`src/rtl/sme_query_scheduler.sv`:
```
// sme_query_scheduler
// Shares one string-matching engine between NREQ pattern requesters. A
// reference string (up to 32 bytes) and one pattern slot (up to 8 bytes) per
// requester are buffered here. Requesters are granted round-robin. The string
// and then the granted pattern are streamed to the engine, the engine result
// is awaited (bounded by TIMEOUT cycles) and returned with a one-cycle done.
//
// Ports:
//   clk, reset            clock, synchronous active-high reset
//   str_wr/str_clr/str_data, str_ready, str_len   string buffer host side
//   pat_wr/pat_sel/pat_data                        pattern slot host side
//   req[NREQ], done[NREQ]                          level request / done strobe
//   res_match, res_index, res_err                  held result of last service
//   eng_chardata/eng_isstring/eng_ispattern        stream to engine
//   eng_valid/eng_match/eng_match_index            result from engine
module sme_query_scheduler #(
  parameter int NREQ    = 2,
  parameter int TIMEOUT = 64
) (
  input  logic            clk,
  input  logic            reset,
  input  logic            str_wr,
  input  logic            str_clr,
  input  logic [7:0]      str_data,
  output logic            str_ready,
  output logic [5:0]      str_len,
  input  logic            pat_wr,
  input  logic [1:0]      pat_sel,
  input  logic [7:0]      pat_data,
  input  logic [NREQ-1:0] req,
  output logic [NREQ-1:0] done,
  output logic            res_match,
  output logic [4:0]      res_index,
  output logic            res_err,
  output logic [7:0]      eng_chardata,
  output logic            eng_isstring,
  output logic            eng_ispattern,
  input  logic            eng_valid,
  input  logic            eng_match,
  input  logic [4:0]      eng_match_index
);

  localparam int            TW        = (TIMEOUT > 1) ? $clog2(TIMEOUT) : 1;
  localparam logic [TW-1:0] T_LAST    = TW'(TIMEOUT - 1);
  localparam logic [1:0]    LAST_SLOT = 2'(NREQ - 1);
  localparam logic [2:0]    NREQ_W    = 3'(NREQ);

  typedef enum logic [2:0] {S_IDLE, S_SEND_STR, S_SEND_PAT, S_WAIT, S_DONE} state_t;
  state_t state, state_d;

  // Slot arrays are sized for the maximum of four slots so a 2-bit pat_sel
  // can index them directly; slots at or above NREQ are never written.
  logic [7:0]    str_buf [32];
  logic [7:0]    pat_buf [4][8];
  logic [3:0]    pat_len [4];
  logic [1:0]    g, rr, gnt, cand;
  logic          gnt_any;
  logic [3:0]    req_pad;
  logic [5:0]    idx;
  logic [TW-1:0] timer;
  logic          str_last, pat_last, idle_err, pat_ok;

  // Round-robin search starting at rr.
  always_comb begin
    req_pad = 4'(req);
    gnt_any = 1'b0;
    gnt     = rr;
    cand    = '0;
    for (int i = 0; i < NREQ; i++) begin
      cand = 2'((int'(rr) + i) % NREQ);
      if (!gnt_any && req_pad[cand]) begin
        gnt_any = 1'b1;
        gnt     = cand;
      end
    end
  end

  assign str_last = (idx == str_len - 6'd1);
  assign pat_last = (idx == {2'b00, pat_len[g]} - 6'd1);
  assign idle_err = (str_len == 6'd0) || (pat_len[gnt] == 4'd0);
  assign pat_ok   = pat_wr && ({1'b0, pat_sel} < NREQ_W) &&
                    !((state != S_IDLE) && (pat_sel == g)) && (pat_len[pat_sel] < 4'd8);

  always_ff @(posedge clk) begin
    if (reset) state <= S_IDLE;
    else       state <= state_d;
  end

  // Next state and engine/host outputs, decoded from registered state only.
  always_comb begin
    state_d       = state;
    str_ready     = (state == S_IDLE);
    eng_isstring  = 1'b0;
    eng_ispattern = 1'b0;
    eng_chardata  = '0;
    done          = '0;
    case (state)
      S_IDLE:     if (gnt_any) state_d = idle_err ? S_DONE : S_SEND_STR;
      S_SEND_STR: begin
        eng_isstring = 1'b1;
        eng_chardata = str_buf[idx[4:0]];
        if (str_last) state_d = S_SEND_PAT;
      end
      S_SEND_PAT: begin
        eng_ispattern = 1'b1;
        eng_chardata  = pat_buf[g][idx[2:0]];
        if (pat_last) state_d = S_WAIT;
      end
      S_WAIT:     if (eng_valid || (timer == T_LAST)) state_d = S_DONE;
      S_DONE: begin
        state_d = S_IDLE;
        for (int i = 0; i < NREQ; i++) done[i] = (g == 2'(i));
      end
      default:    state_d = S_IDLE;
    endcase
  end

  always_ff @(posedge clk) begin
    if (reset) begin
      g         <= '0;
      rr        <= '0;
      idx       <= '0;
      timer     <= '0;
      res_match <= 1'b0;
      res_index <= '0;
      res_err   <= 1'b0;
    end else begin
      case (state)
        S_IDLE: if (gnt_any) begin
          g   <= gnt;
          idx <= '0;
          if (idle_err) begin
            res_err   <= 1'b1;
            res_match <= 1'b0;
            res_index <= '0;
          end
        end
        S_SEND_STR: idx <= str_last ? 6'd0 : idx + 6'd1;
        S_SEND_PAT: begin
          idx   <= idx + 6'd1;
          timer <= '0;
        end
        S_WAIT: begin
          if (eng_valid) begin
            res_match <= eng_match;
            res_index <= eng_match_index;
            res_err   <= 1'b0;
          end else if (timer == T_LAST) begin
            res_err   <= 1'b1;
            res_match <= 1'b0;
            res_index <= '0;
          end else begin
            timer <= timer + 1'b1;
          end
        end
        S_DONE: rr <= (g == LAST_SLOT) ? 2'd0 : g + 2'd1;
        default: ;
      endcase
    end
  end

  // Buffer lengths; the served slot is emptied on the way out of DONE.
  always_ff @(posedge clk) begin
    if (reset) begin
      str_len <= '0;
      for (int i = 0; i < 4; i++) pat_len[i] <= '0;
    end else begin
      if (state == S_IDLE) begin
        if (str_clr)                         str_len <= '0;
        else if (str_wr && str_len < 6'd32)  str_len <= str_len + 6'd1;
      end
      if (pat_ok) pat_len[pat_sel] <= pat_len[pat_sel] + 4'd1;
      if (state == S_DONE) pat_len[g] <= '0;
    end
  end

  // Buffer contents carry no reset; lengths alone define validity.
  always_ff @(posedge clk) begin
    if ((state == S_IDLE) && !str_clr && str_wr && (str_len < 6'd32))
      str_buf[str_len[4:0]] <= str_data;
    if (pat_ok)
      pat_buf[pat_sel][pat_len[pat_sel][2:0]] <= pat_data;
  end

endmodule

```
`config.mk`:
```
export PLATFORM = sky130hd
export DESIGN_NAME = sme_query_scheduler
export DESIGN_NICKNAME = d
export VERILOG_FILES = /design/src/rtl/sme_query_scheduler.sv
export SDC_FILE = /design/constraint.sdc
export NUM_CORES = 1
export LEC_CHECK = 0
export ABC_AREA = 0
export CORE_UTILIZATION = 49
export DETAILED_ROUTE_END_ITERATION = 7
export PLACE_DENSITY = 0.65
export SYNTH_ARGS = -nofsm -noshare
export SYNTH_HDL_FRONTEND = slang
export SYNTH_SLANG_ARGS = --single-unit
```
`constraint.sdc`:
```
create_clock -name clk -period 2.59 [get_ports clk]
set_input_delay 0.518 -clock clk [delete_from_list [all_inputs] [get_ports clk]]
set_output_delay 0.518 -clock clk [all_outputs]
set_load 0.01 [all_outputs]
```
==> results of run 1 <==
-- final timing paths --
kind	endpoint	from	depth (start not counted)	slack, ns
setup / recovery	eng_chardata[5]	register	8	-0.87
hold / removal	res_match	res_match	1	0.48
setup reg to reg	state[0]	register	11	0.03
hold reg to reg	res_match	res_match	1	0.48
-- power groups by stage --
stage,logic [W],registers (W),clock network [W]
CTS,0.00130,0.0103,0.00799
finish,0.00129,0.0103,0.00782
detailed placement,0.00120,0.0105,0
global route,0.00138,0.0103,0.00832
floorplan,0.000710,0.0104,0
global placement,0.00119,0.0104,0
-- per-layer routing --
layer,routed length [um],part of all wire (%),vias up,global-route usage (%)
met5,0,0,-,0
met4,1018,2.2,0,5.915
met3,2155,4.7,78,3.537
met2,23390,51,248,34.37
met1,19410,42,5849,27.47
li1,-,-,5115,-
-- cell type report --
| type | instances | area share, % |
|---|---|---|
| sequential | 567 | 60.20 |
| tap | 600 | 2.741 |
| timing repair buffer | 218 | 7.583 |
| inverter | 8 | 0.1096 |
| clock inverter | 25 | 0.8359 |
| multi-input combinational | 597 | 22.89 |
| clock buffer | 78 | 5.637 |
-- registers in the layout, indices dropped and copies added (netlist names), named ones only --
| signal | cells |
|---|---|
| res_index | 5 |
| timer | 6 |
| res_err | 1 |
| rr | 2 |
| state | 3 |
| pat_len | 16 |
| res_match | 1 |
| idx | 6 |
| str_len | 6 |
| pat_buf | 256 |
| str_buf | 256 |
| g | 2 |
-- cell usage after synthesis, types with 8 or more instances --
cell type	number	share of area (%)
mux2i_1	21	0.93
mux4_2	166	17
edfxtp_1	512	68
buf_2	24	0.53
a211oi_1	8	0.27
a21oi_1	11	0.24
nand2_1	28	0.47
nor2_1	85	1.4
o22ai_1	9	0.25
nor3_1	8	0.18
ha_1	9	0.50
and2_1	8	0.22
clkbuf_1	24	0.40
nand2b_1	8	0.22
dfxtp_1	55	4.9
xnor2_1	13	0.51
xor2_1	12	0.47
-- per-stage QoR --
| step | TNS [ns] | cell area, um^2 |
|---|---|---|
| after floorplan | -1.663 | 22980 |
| after global placement | -33.77 | 25320 |
| after detailed placement | -33.72 | 25320 |
| after CTS | -6.904 | 27390 |
| after global routing | -7.306 | 27390 |
| final | -6.438 | 27390 |
-- cells in the final DEF (no fill, tap or decap), drive strengths merged, types with 6 or more instances in the layout --
| cell | count |
|---|---|
| a211oi | 8 |
| mux4 | 167 |
| dfxtp | 55 |
| o21ai | 6 |
| xnor2 | 13 |
| nand2b | 8 |
| clkdlybuf4s50 | 44 |
| clkinv | 18 |
| and2 | 8 |
| a21oi | 12 |
| xor2 | 12 |
| nor4 | 6 |
| nor2 | 85 |
| buf | 169 |
| edfxtp | 512 |
| mux2i | 21 |
| a22o | 6 |
| ha | 9 |
| o22ai | 9 |
| conb | 128 |
| clkbuf | 78 |
| nor3 | 9 |
| nand2 | 28 |
| inv | 10 |
-- kinds of logic (layout without fill, tap and decap cells) --
kind of cell	after synthesis	in the layout	synth area share [%]
adders and majority gates	9	9	0.5007
muxes	188	188	17.67
AOI/OAI and AO/OA	69	69	2.275
and+or+nand+nor	178	178	3.761
buffers and inverters	69	329	1.546
other	1	128	0.01667
DFF	567	567	73.25
xor gates and xnor gates	25	25	0.9735
-- timing repair --
item	in CTS	in global routing
buffers inserted	11	0
gates cloned	4	0
gates resized for setup	68	8
endpoints found under the setup margin	14	13
pin swaps	7	4
hold buffers	0	0
==> results by group, run 1 <==
Outcome
  • Status: finished with violations
  • Failing checks: setup timing

Cells and area
  • Filler instances: about 3400
  • Post-Layout Cell Count: 2093
  • Final Util: about 60%
  • Antenna cell count: 0
  • Area grow syn2layout: 21.78%
  • Layout Nets: about 1500
  • Share of layout cells above drive strength 1: approximately 31%
  • Area of the multi-input gates: 6271 um^2
  • Register Area: approximately 16000 um^2

Synthesis
  • Synthesized area: 22490 um^2
  • Main flop type after synthesis: edfxtp_1
  • Ys Warns: 0
  • Mapped Cells: between 1000 and 1500
  • Sequential area share after synthesis: between 70 and 80%
  • Asr flop ratio synth: 0%
  • FF+latch count, synth: roughly 570
  • Distinct cell type count after synthesis: 59
  • Number of synthesized flops with an enable pin: 512
  • Mean post-synth cell area: 20.34 um^2

Global route
  • Vias in the first global route: between 10000 and 15000
  • GRT overflow: 0
  • Initial antenna violation count: 0
  • Largest net degree at the start of global routing: 34
  • Global Route Usage Sum: between 20% and 30%
  • First-pass GRT wire length: between 70000 and 80000 um

Timing
  • Tightest Pin Transition: approximately 1.0 ns
  • RSZ-0062 raised after global routing: true
  • Relative slew slack: 33.16%
  • Fmax: 0.2892 GHz
  • Setup ws final: -0.8679 ns
  • Tcrit/Tclk final: 133.5%
  • Clock skew: about 0.025 ns
  • Post-layout minimum cycle time: 3.458 ns
  • Max Transition Viols Final: 0
  • Finish-stage setup viols: 8
  • Fin. Hold Viols: 0
  • Worst hold slack: about 0.48 ns

Placed design
  • Detailed Place HPWL: about 30000 um
  • Cell count after placement: just under 2000
  • Routability cong.: between 0.7 and 0.8
  • Port buffer count: between 50 and 60
  • Pre-CTS setup slack: -0.7474 ns

Floorplanning
  • Core area: about 45000 um^2
  • Starting Density: between 40% and 50%
  • Cell row count: between 70 and 80
  • Die height: 216.2 um
  • Die area: 46760 um^2
  • I/O pin total: 58
  • Chip width: roughly 220 um

Pwr
  • Worst vdd ir: slightly below 0.0006 V
  • P per Cell Area: between 700 and 800 nW/um^2
  • Sw frac: about a fifth
  • Psw: approximately 0.0041 W
  • P_leak: 9.110 nW
  • Sequential power share: 53.0%
  • Clock power share: 40.4%
  • Combinational power share: 6.6%
  • P_int: approximately 0.015 W
  • Final Power: about 0.019 W

Routing
  • Initial DRC Count: 910
  • Via/cell ratio: about 5.4
  • DRT Wirelength: 45980 um
  • WL per Instance: between 20 and 25 um
  • DRC: 0
  • 1st-pass router iterations: 5
  • Vias: 11290
  • Routed Antenna Nets: 0

Setup path
  • CP arrival: ~2.9 ns
  • Critical Path Max Stage Delay: between 0.5 and 0.6 ns
  • Slowest cell on the critical path: mux4_2
  • Buffers and inverters on the worst path: 4
  • Cell Chain, Critical Path: buf_12 -> buf_12 -> buf_6 -> mux4_2 -> mux4_2 -> mux2i_4 -> o22ai_2 -> buf_2
  • Cell family with most CP delay: multiplexers
  • Crit Path Class: reg -> out
  • Critical Path End Type: output pin
  • Crit start category: register
  • Req. time, crit path: roughly 2.1 ns
  • Worst-path fanout max: 7

Flow run
  • Maxcap violations: 0

Clocking
  • CTS max path bufs: 3
  • Number of buffers created by CTS: 56
  • TritonCTS clock tree: yes
  • H-tree Lvls: 2
  • # clock sinks: about 570
  • CTS clk-pin slew, worst paths: roughly 0.060 ns
  • CTS root buffer: clkbuf_16
  • Later-pin clock latency in the skew report: 0.62 ns

Hold path
  • Worst Hold Class: reg -> reg
Power figures use the tool's default switching activity.
==> run 2: changes to the inputs <==
--- a/config.mk
+++ b/config.mk
@@ -8,7 +8,7 @@
 export ABC_AREA = 0
 export CORE_UTILIZATION = 49
 export DETAILED_ROUTE_END_ITERATION = 7
-export PLACE_DENSITY = 0.65
+export PLACE_DENSITY = 0.63
 export SYNTH_ARGS = -nofsm -noshare
 export SYNTH_HDL_FRONTEND = slang
 export SYNTH_SLANG_ARGS = --single-unit
==> constraint.sdc (replaced) <==
create_clock -name clk -period 3.4 [get_ports clk]
set_input_delay 0.68 -clock clk [delete_from_list [all_inputs] [get_ports clk]]
set_output_delay 0.68 -clock clk [all_outputs]
set_load 0.01 [all_outputs]
==> results by group, run 2 (synthesized netlist as in run 1, its figures left out) <==
Outcome
  • Status: finished with violations
  • Failing checks: setup timing

Timing
  • Relative slew slack: 34.83%
  • Setup TNS: -1.680 ns
  • Tightest Pin Transition: approximately 0.97 ns
  • Tcrit/Tclk final: 107.5%
  • Max Transition Viols Final: 0
  • Clock skew: 0.01112 ns
  • Setup ws final: -0.2555 ns
  • Fmax: 0.2736 GHz
  • Worst hold slack: 0.4735 ns
  • Fin. Hold Viols: 0
  • Finish-stage setup viols: 8
  • Post-layout minimum cycle time: approximately 3.7 ns
  • RSZ-0062 raised after global routing: true

Pwr
  • Worst vdd ir: 0.0004341 V
  • P_int: approximately 0.012 W
  • Sw frac: between 20% and 30%
  • P_leak: between 8 and 9 nW
  • Clock power share: between 40% and 50%
  • Psw: 0.003073 W
  • P per Cell Area: ~550 nW/um^2
  • Sequential power share: 52.8%
  • Combinational power share: 6.3%

Clocking
  • CTS root buffer: clkbuf_16
  • CTS clk-pin slew, worst paths: ~0.06 ns
  • Number of buffers created by CTS: 55
  • # clock sinks: roughly 570
  • Later-pin clock latency in the skew report: 0.61 ns
  • TritonCTS clock tree: yes
  • Hold-fix buffers at CTS: 0
  • CTS max path bufs: 3
  • H-tree Lvls: 2

Cells and area
  • Post-Layout Cell Count: about 2000
  • Final non-filler cell area: between 20000 and 30000 um^2
  • Most common cell after layout, fill and taps aside: edfxtp_1
  • Layout Nets: approximately 1400
  • Most frequent cells in the layout: 512 x edfxtp_1, 167 x mux4_2, 128 x conb_1
  • Final Util: roughly three fifths
  • Share of layout cells above drive strength 1: 27.61%
  • Area grow syn2layout: 20.05%

Global route
  • Initial antenna violation count: 2
  • GRT overflow: 0
  • Global Route Usage Sum: slightly above 20%
  • First-pass GRT wire length: slightly above 70000 um
  • Vias in the first global route: between 10000 and 15000
  • Largest net degree at the start of global routing: 39

Placed design
  • Placed inst area: between 20000 and 25000 um^2
  • Cell count after placement: ~1900
  • Port buffer count: 57
  • Routability cong.: ~0.79
  • Detailed Place HPWL: between 20000 and 30000 um

Routing
  • Met3 WL post-DR: 2531 um
  • DRC: 0
  • 1st-pass router iterations: 5
  • Metal-1 WL: slightly below 20000 um
  • Vias: roughly 11000
  • Via/cell ratio: ~5.5
  • DRT Wirelength: ~46000 um
  • WL per Instance: approximately 23 um
  • Initial DRC Count: 810
  • DR WL met2: between 20000 and 25000 um
  • Routed Antenna Nets: 0
  • DR top layer: met5

Setup path
  • Critical Path End Type: output pin
  • Worst R2R Setup Slack: 0.34 ns
  • Req. time, crit path: ~2.7 ns
  • Crit start category: register
  • CP arrival: about 3 ns
  • Worst-path fanout max: 7
  • Crit Path Class: reg -> out

Flow run
  • Maxcap violations: 0

Floorplanning
  • Core area: roughly 45000 um^2
  • Chip width: roughly 220 um
  • Die area: about 47000 um^2
  • Cell row count: 78
  • I/O pin total: just under 60
  • Starting Density: 49.67%
  • Die height: about 220 um

Hold path
  • Worst Hold Class: reg -> reg
==> run 2: cell type report <==
cell class | count | area, um^2
diodes | 1 | 2.502
clock buffers | 75 | 1545
clock inverters | 28 | 272.8
fillers | 3385 | 18280
inverters | 8 | 30.03
multi-input cells | 597 | 6195
flip-flops and latches | 567 | 16490
well taps | 600 | 750.7
repair buffers | 170 | 1718
==> run 2: stage by stage <==
| stage | setup slack [ns] | total power [W] |
|---|---|---|
| after floorplan | 0.4606 | 0.008470 |
| after global placement | -0.04703 | 0.008823 |
| after detailed placement | -0.06473 | 0.008841 |
| after CTS | -0.3328 | 0.01496 |
| after global routing | -0.3372 | 0.01527 |
| final | -0.2555 | 0.01481 |
==> run 2: path summary, 6_finish.rpt <==
| kind | start | endpoint | cells after the start |
|---|---|---|---|
| worst max-delay path | register | eng_chardata[1] | 8 |
| worst min-delay path | timer[1] | timer[1] | 2 |
| worst max register to register | state[0] | str_buf[14][7] | 4 |
| worst min register to register | timer[1] | timer[1] | 2 |
==> run 2: per-layer routing <==
layer,track usage (%),up-vias
met2,34.10,289
met3,3.860,79
li1,-,5014
met5,0,-
met1,28.13,5812
met4,5.751,2
==> run 2: worst max-delay path, stage by stage, from the launching register on <==
cell and delay, ns:
dfxtp_4 0.42, buf_8 0.16, buf_16 0.14, mux4_2 0.50
mux4_2 0.53, mux2i_1 0.17, buf_4 0.17, o22ai_2 0.08
buf_2 0.18
==> run 2: power groups by stage <==
| stage | clock [W] | sequential (W) | combinational, W |
|---|---|---|---|
| 2_1_floorplan | 0 | 0.00793 | 0.000541 |
| 3_3_place_gp | 0 | 0.00796 | 0.000866 |
| 3_5_place_dp | 0 | 0.00797 | 0.000876 |
| 4_1_cts | 0.00619 | 0.00782 | 0.000944 |
| 5_1_grt | 0.00643 | 0.00783 | 0.00101 |
| 6_report | 0.00605 | 0.00782 | 0.000940 |
==> run 2: repair_timing <==
| action | in CTS | in global routing |
|---|---|---|
| cloned | 5 | 1 |
| buffers inserted | 6 | 1 |
| resized for setup | 50 | 0 |
| endpoints found under the setup margin | 8 | 8 |
